`config.mk`:
```
export PLATFORM = sky130hd
export DESIGN_NAME = mips_run_ctrl
export DESIGN_NICKNAME = d
export VERILOG_FILES = /design/src/rtl/mips_run_ctrl.sv
export SDC_FILE = /design/constraint.sdc
export NUM_CORES = 1
export LEC_CHECK = 0
export CORE_MARGIN = 5
export CORE_UTILIZATION = 48
export CTS_CLUSTER_SIZE = 20
export DETAILED_ROUTE_END_ITERATION = 6
export GPL_TIMING_DRIVEN = 1
export MAX_ROUTING_LAYER = met4
export PLACE_DENSITY = 0.95
export SETUP_SLACK_MARGIN = 0.05
export SKIP_CTS_REPAIR_TIMING = 1
export SYNTH_ARGS = -nofsm -noshare
export SYNTH_HDL_FRONTEND = slang
export SYNTH_SLANG_ARGS = --single-unit
export TNS_END_PERCENT = 10
```
`constraint.sdc`:
```
create_clock -name clk -period 6.28 [get_ports clk]
set_input_delay 1.256 -clock clk [delete_from_list [all_inputs] [get_ports clk]]
set_output_delay 1.256 -clock clk [all_outputs]
set_load 0.03 [all_outputs]
```
`src/rtl/mips_run_ctrl.sv`:
```
// mips_run_ctrl
// -----------------------------------------------------------------------------
// Run controller for the single-cycle MIPS core. It has three phases:
//   1. It loads a program into instruction memory from a ready/valid word
//      stream. The stream ends on ld_last or when memory is full.
//   2. On start it holds the PC in reset for one cycle. It then enables the
//      core until the PC repeats, which means the program parked in a
//      self-loop, or until MAX_CYCLES run cycles have elapsed.
//   3. It streams all 32 register-file values out over a ready/valid port,
//      then sits in DONE.
//
// Optional feature macro: RUN_CTRL_DUMP_EN
//   defined   : the register dump phase is present.
//   undefined : RUN goes straight to DONE. dump_valid, dump_idx and rf_raddr
//               are constant 0, and dump_ready is ignored.
//
// Ports
//   clk, rst                  clock; asynchronous active-high reset
//   ld_valid/ld_data/ld_last  program word stream in
//   ld_ready                  controller accepts a program word
//   start                     one-cycle run request (IDLE/DONE only)
//   imem_we/addr/wdata        instruction-memory write port
//   cpu_run                   core clock-enable
//   cpu_pc_rst                forces the core PC to 0
//   cpu_pc                    current core PC
//   rf_raddr/rf_rdata         register-file debug read port
//   dump_valid/idx/data/ready register dump stream out
//   done, timeout             run finished / run ended by the cycle budget
//   cycles                    RUN cycles used by the last run
//   words                     words written by the last load
// -----------------------------------------------------------------------------
module mips_run_ctrl #(
    parameter int IMEM_DEPTH = 256,
    parameter int ADDR_W     = 8,
    parameter int MAX_CYCLES = 3116
) (
    input  logic              clk,
    input  logic              rst,
    input  logic              ld_valid,
    input  logic [31:0]       ld_data,
    input  logic              ld_last,
    output logic              ld_ready,
    input  logic              start,
    output logic              imem_we,
    output logic [ADDR_W-1:0] imem_addr,
    output logic [31:0]       imem_wdata,
    output logic              cpu_run,
    output logic              cpu_pc_rst,
    input  logic [31:0]       cpu_pc,
    output logic [4:0]        rf_raddr,
    input  logic [31:0]       rf_rdata,
    output logic              dump_valid,
    output logic [4:0]        dump_idx,
    output logic [31:0]       dump_data,
    input  logic              dump_ready,
    output logic              done,
    output logic              timeout,
    output logic [31:0]       cycles,
    output logic [ADDR_W:0]   words
);

    typedef enum logic [2:0] {
        S_IDLE  = 3'd0,
        S_LOAD  = 3'd1,
        S_PCRST = 3'd2,
        S_RUN   = 3'd3,
        S_DUMP  = 3'd4,
        S_DONE  = 3'd5
    } state_t;

    state_t            state_reg, state_next;
    logic [ADDR_W-1:0] wptr_reg, wptr_next;
    logic [ADDR_W:0]   words_reg, words_next;
    logic [31:0]       cycles_reg, cycles_next;
    logic [31:0]       prev_pc_reg, prev_pc_next;
    logic [4:0]        dump_idx_reg, dump_idx_next;
    logic              done_reg, done_next;
    logic              timeout_reg, timeout_next;
    // Set when a load was cut off at the last memory address. It keeps the
    // surplus words of that stream waiting instead of letting them start a
    // fresh load from IDLE. An accepted start releases it.
    logic              full_reg, full_next;

    logic              idle_like;
    logic              start_ok;
    logic              ld_open;
    logic              ld_hs;
    logic [ADDR_W-1:0] ld_addr;
    logic [31:0]       cycles_inc;
    logic              halt;
    logic              budget_hit;

    assign idle_like  = (state_reg == S_IDLE) || (state_reg == S_DONE);
    assign start_ok   = start && idle_like;
    // If start and a word arrive together, start wins and the word waits.
    assign ld_open    = (idle_like || (state_reg == S_LOAD)) && !full_reg && !start_ok;
    assign ld_hs      = ld_valid && ld_open;
    // A load that begins from IDLE/DONE always writes its first word at 0.
    assign ld_addr    = idle_like ? '0 : wptr_reg;
    assign cycles_inc = cycles_reg + 32'd1;
    // cycles_reg is 0 only in the first RUN cycle. At that point prev_pc
    // still holds a stale value, so no halt can be detected yet.
    assign halt       = (cycles_reg != 32'd0) && (cpu_pc == prev_pc_reg);
    assign budget_hit = (cycles_inc == 32'(MAX_CYCLES));

    always_ff @(posedge clk or posedge rst) begin
        if (rst) begin
            state_reg    <= S_IDLE;
            wptr_reg     <= '0;
            words_reg    <= '0;
            cycles_reg   <= '0;
            prev_pc_reg  <= '0;
            dump_idx_reg <= '0;
            done_reg     <= 1'b0;
            timeout_reg  <= 1'b0;
            full_reg     <= 1'b0;
        end else begin
            state_reg    <= state_next;
            wptr_reg     <= wptr_next;
            words_reg    <= words_next;
            cycles_reg   <= cycles_next;
            prev_pc_reg  <= prev_pc_next;
            dump_idx_reg <= dump_idx_next;
            done_reg     <= done_next;
            timeout_reg  <= timeout_next;
            full_reg     <= full_next;
        end
    end

    always_comb begin
        state_next    = state_reg;
        wptr_next     = wptr_reg;
        words_next    = words_reg;
        cycles_next   = cycles_reg;
        prev_pc_next  = prev_pc_reg;
        dump_idx_next = dump_idx_reg;
        done_next     = done_reg;
        timeout_next  = timeout_reg;
        full_next     = full_reg;

        case (state_reg)
            S_IDLE, S_DONE, S_LOAD: begin
                if (start_ok) begin
                    state_next   = S_PCRST;
                    cycles_next  = '0;
                    done_next    = 1'b0;
                    timeout_next = 1'b0;
                    full_next    = 1'b0;
                end else if (ld_hs) begin
                    wptr_next    = ld_addr + 1'b1;
                    words_next   = ((state_reg == S_LOAD) ? words_reg : '0) + 1'b1;
                    done_next    = 1'b0;
                    timeout_next = 1'b0;
                    if (ld_last) begin
                        state_next = S_IDLE;
                    end else if (ld_addr == ADDR_W'(IMEM_DEPTH - 1)) begin
                        state_next = S_IDLE;
                        full_next  = 1'b1;
                    end else begin
                        state_next = S_LOAD;
                    end
                end
            end

            S_PCRST: begin
                state_next = S_RUN;
            end

            S_RUN: begin
                cycles_next  = cycles_inc;
                prev_pc_next = cpu_pc;
                if (halt || budget_hit) begin
                    // A halt on the budget cycle still counts as a clean halt.
                    timeout_next = !halt;
`ifdef RUN_CTRL_DUMP_EN
                    state_next    = S_DUMP;
                    dump_idx_next = '0;
`else
                    state_next    = S_DONE;
                    done_next     = 1'b1;
`endif
                end
            end

`ifdef RUN_CTRL_DUMP_EN
            S_DUMP: begin
                if (dump_ready) begin
                    // The index wraps from 31 to 0 on the final handshake.
                    dump_idx_next = dump_idx_reg + 5'd1;
                    if (dump_idx_reg == 5'd31) begin
                        state_next = S_DONE;
                        done_next  = 1'b1;
                    end
                end
            end
`endif

            default: begin
                state_next = S_IDLE;
            end
        endcase
    end

    assign ld_ready   = ld_open;
    assign imem_we    = ld_hs;
    assign imem_addr  = ld_addr;
    assign imem_wdata = ld_data;
    assign cpu_run    = (state_reg == S_RUN);
    assign cpu_pc_rst = (state_reg == S_PCRST);
    assign done       = done_reg;
    assign timeout    = timeout_reg;
    assign cycles     = cycles_reg;
    assign words      = words_reg;
    // The register value is passed straight through. The index only moves
    // on a handshake, so the data stays stable while the consumer stalls.
    assign dump_data  = rf_rdata;

`ifdef RUN_CTRL_DUMP_EN
    assign dump_valid = (state_reg == S_DUMP);
    assign dump_idx   = dump_idx_reg;
    assign rf_raddr   = dump_idx_reg;
`else
    logic unused_dump_ready;
    assign unused_dump_ready = dump_ready;
    assign dump_valid = 1'b0;
    assign dump_idx   = 5'd0;
    assign rf_raddr   = 5'd0;
`endif

endmodule
```
# After elaboration in Yosys (flattened, before gate mapping)
# Index checks and enable logic that the tools add are counted.
[op_classes]
add_sub_neg = 3
n_eq_ne = 11
n_mux = 20
bitwise = 1
reduce_logical = 22
[ops]
columns = ["op", "n"]
rows = [
  ["$pmux W32 S2", 1],
  ["$add A32 B1 Y32 const B", 1],
  ["$eq A32 B12 Y1 const B", 1],
  ["$eq A32 B32 Y1", 1],
  ["$mux W32", 1],
  ["$reduce_bool A32 Y1", 1],
  ["$mux W1", 10],
  ["$add A9 B1 Y9 const B", 1],
  ["$mux W3", 3],
  ["$mux W9", 1],
  ["$pmux W3 S3", 1],
  ["$add A8 B1 Y8 const B", 1],
  ["$eq A8 B8 Y1 const B", 1],
  ["$mux W8", 1],
  ["$eq A3 B2 Y1 const B", 2],
  ["$reduce_and A3 Y1", 2],
  ["$reduce_bool A2 Y1", 3],
  ["$logic_and A1 B1 Y1", 5],
  ["$ne A2 B1 Y1 const B", 2],
  ["$pmux W1 S2", 2],
  ["$reduce_and A2 Y1", 2],
  ["$reduce_and A4 Y1", 1],
  ["$eq A3 B1 Y1 const B", 1],
  ["$eq A3 B3 Y1 const B", 1],
  ["other kinds (7)", 11],
]
[totals]
reg_bits = 87
output_inout_bits = 130

# Longest topological paths before layout
[depth]
depth_word = 9
ltp_mapped = 13
depth_no_buf = 11

# Worst setup path before layout
# Ideal clock, no wire load.
[synth_timing]
kind = "input to output"
start = "input port start"
end = "output port imem_we"
arrival_time_ps = 2572
setup_slack_ps = 2452
cell_stages = 6
path_buffers = 2
cell_sequence = "maj3_1 -> nor2_1 -> nand3b_1 -> inv_1 -> clkbuf_1 -> buf_2"
[synth_via]
elab_chain_cells = 4
[synth_lines]
columns = ["item", "line", "text"]
rows = [
  ["start: declaration", "43", "input logic start,"],
  ["$logic_and A1 B1 Y1", "94", "assign start_ok = start && idle_like;"],
  ["$logic_not A1 Y1", "96", "assign ld_open = (idle_like || (state_reg == S_LOAD)) && !full_reg && !start_ok;"],
  ["$logic_and A1 B1 Y1", "96", ""],
  ["$logic_and A1 B1 Y1", "97", "assign ld_hs = ld_valid && ld_open;"],
  ["end: declaration", "44", "output logic imem_we,"],
]
# Every way passes these cells.

# Worst setup path in the final report
# Same ends and word-level chain as after synthesis.

==> impl_metrics.json <==
{
  "cts_buffers": 9,
  "ant_nets": 0,
  "power_mw": 2.37,
  "first_pass_iters": 5,
  "crit_fanout": 7,
  "fmax_mhz": 214,
  "rsz0062_at_grt": "no",
  "clkLatencyLatePin_ns": 0.35,
  "use_met2": 0.299,
  "netlist_top_cells_area": "dfrtp_1 37%, buf_4 9.6%, nand2_1 8.9%, xnor2_1 5.5%, o21ai_0 5.0%",
  "wl_per_cell_um": 16.1,
  "leakagePower_nw": 2.71,
  "hp-start": "prev_pc_reg[16]$_DFFE_PP0P_",
  "required_ns": 5.02,
  "h-tree-depth": 3,
  "cts_buffer_depth": 2,
  "final.min_clock_period_ns": 4.68,
  "p_per_area_nw_per_um2": 355,
  "yosysTopAreaCellShare": 0.367,
  "via_per_inst": 5.81,
  "drt_iter0_drc": 645,
  "finalClockSkew_ns": 0.00666,
  "cp_slowest_stage_delay_ns": 0.68,
  "grt_use_met1": 0.264,
  "via_count": 5226,
  "worstSetupEndpointType": "output pin",
  "cts_sinks": 87,
  "grt-busiest-layer": "met2",
  "ir_drop_mv": 0.412,
  "diodes": 0,
  "yosysTopAreaCell": "dfrtp_1",
  "die_h_um": 121,
  "syn_to_final_growth_pct": 12.5,
  "path_cells": "clkdlybuf4s50_1 -> maj3_1 -> nor2_1 -> nand3b_1 -> inv_1 -> clkdlybuf4s50_1",
  "crit_type": "input pin to output pin",
  "syn-instance-count": 728,
  "die_width_um": 121,
  "reg2reg_from": "cycles[0]$_DFFE_PP0P_",
  "hold_ws_ns": 0.493,
  "initial_core_util": 0.491,
  "grtUsageTotal": 0.204,
  "period_share": 0.745,
  "cp_slowest_cell": "clkdlybuf4s50_1",
  "cp_common_cell": "clkdlybuf4s50_1",
  "layout-drive-gt1-share": 0.0574,
  "syn-cell-area_um2": 5930,
  "antenna_found_initial": 0,
  "core-area_um2": 12100,
  "hold_viol_final": 0,
  "finalSetupViolations": 0,
  "final_cell_mix": "140 x nand2_1, 91 x clkdlybuf4s50_1, 87 x dfrtp_1, 59 x o21ai_0, 37 x xnor2_1",
  "seq_area_frac_synth": 0.367,
  "synth_edf_count": 0,
  "hpwl_um": 10200,
  "arrival_ns": 3.43,
  "fill_cells": 1113,
  "worst_slack_ns": 1.60,
  "cts.clk_slew.worst_paths_ns": 0.06,
  "gp_congestion": 0.872,
  "port_buffers": 91,
  "yosysWarnings": 0,
  "ioPinCount": 232,
  "dieArea_um2": 14700,
  "async_flop_share": 1.00,
  "tritoncts": "done",
  "crit_start": "start",
  "cap_violations": 0,
  "synth.distinct_cells": 62,
  "slew_headroom": 0.330,
  "synth-seq-cells": 87,
  "grt_overflow_total": 0,
  "grt.met3_usage": 0.0620,
  "nets": 834,
  "hp-class": "flip-flop to flip-flop",
  "grt_max_degree": 80,
  "grt_pass1_wl_um": 23700,
  "startpoint_type": "input pin",
  "drt_wl_total_um": 14500,
  "cts_root_buf": "clkbuf_16",
  "grt_pass1_vias": 4818,
  "tns_ns": 0,
  "layout_commonest_cell": "nand2_1",
  "pre_cts_slack_ns": 1.59,
  "ys.flop_type": "dfrtp_1",
  "syn_area_per_cell_um2": 8.14,
  "std_cell_rows": 40,
  "drv_slew": 0,
  "drc_errors": 0,
  "status": "finished, final reports clean",
  "tightest_slew_ns": 0.998
}
==> where the power goes <==
group | internal [mW] | switching (mW) | leakage (nW)
combinational | 0.387 | 0.608 | 1.45
clock | 0.280 | 0.232 | 0.131
sequential | 0.709 | 0.149 | 1.13
total | 1.38 | 0.990 | 2.71
==> path summary, 6_finish.rpt <==
kind                       slack [ns]                           to  cells past startpoint
hold reg to reg                  0.49  prev_pc_reg[16]$_DFFE_PP0P_                      2
hold / removal                   0.49  prev_pc_reg[16]$_DFFE_PP0P_                      2
max in group asynchronous        3.90       cycles[24]$_DFFE_PP0P_                      3
setup / recovery                 1.60                      imem_we                      6
min in group asynchronous        1.26  prev_pc_reg[24]$_DFFE_PP0P_                      2
setup reg to reg                 3.21     state_reg[1]$_DFFE_PP0P_                      8
==> routing by layer <==
metal	up-vias	wire length, um
li1	2460	-
met1	2505	6200
met2	222	6710
met3	39	1210
met4	0	377
met5	-	0
==> per-stage QoR <==
step	instance area (um^2)	util	instances
finish	6660	0.552	900
global route	6660	0.552	900
CTS	6660	0.552	900
detailed placement	6380	0.529	884
global placement	6380	0.529	884
floorplan	5960	-	738
==> layout make-up <==
type,instances,area (um^2),share of cell area
Clock buffer,10,239,0.0359
Clock inverter,6,45.0,0.00676
Inverter,9,35.0,0.00526
Multi-Input combinational cell,524,3010,0.452
Sequential cell,87,2180,0.327
Tap cell,168,210,0.0315
Timing Repair Buffer,96,948,0.142
==> worst max-delay path: cells and delay by family <==
family | cells | cell delay (ns)
AND/OR/NAND/NOR | 2 | 0.39
adder cells (fa/ha/maj) | 1 | 0.40
buffers and inverters | 3 | 1.37
==> cells in the mapped netlist, drive strengths merged (4+ instances only) <==
library cell,number
xnor2,37
nand4,28
and2,13
nand2,141
o21ai,59
nand3,25
ha,5
mux2i,4
dfrtp,87
a21oi,27
o21a,4
xor2,5
inv,9
or2,4
and3,16
buf,86
nor2,34
o41ai,6
mux2,4
o31ai,10
clkbuf,32
nor4,17
a31oi,11
nor2b,4
and4,4
nor3,16
==> cells by family (layout without fill, tap and decap cells) <==
kind of cell    count (synthesis)  after routing  share of synthesized area
flops                          87             87                      0.367
simple gates                  318            318                      0.268
mux                             8              8                     0.0144
compound gates                139            139                      0.144
xor+xnor                       42             42                     0.0621
buf+inv                       127            121                      0.132
other cells                     1             11                   0.000633
fa+ha+maj                       6              6                     0.0122
Power figures use the tool's default switching activity.
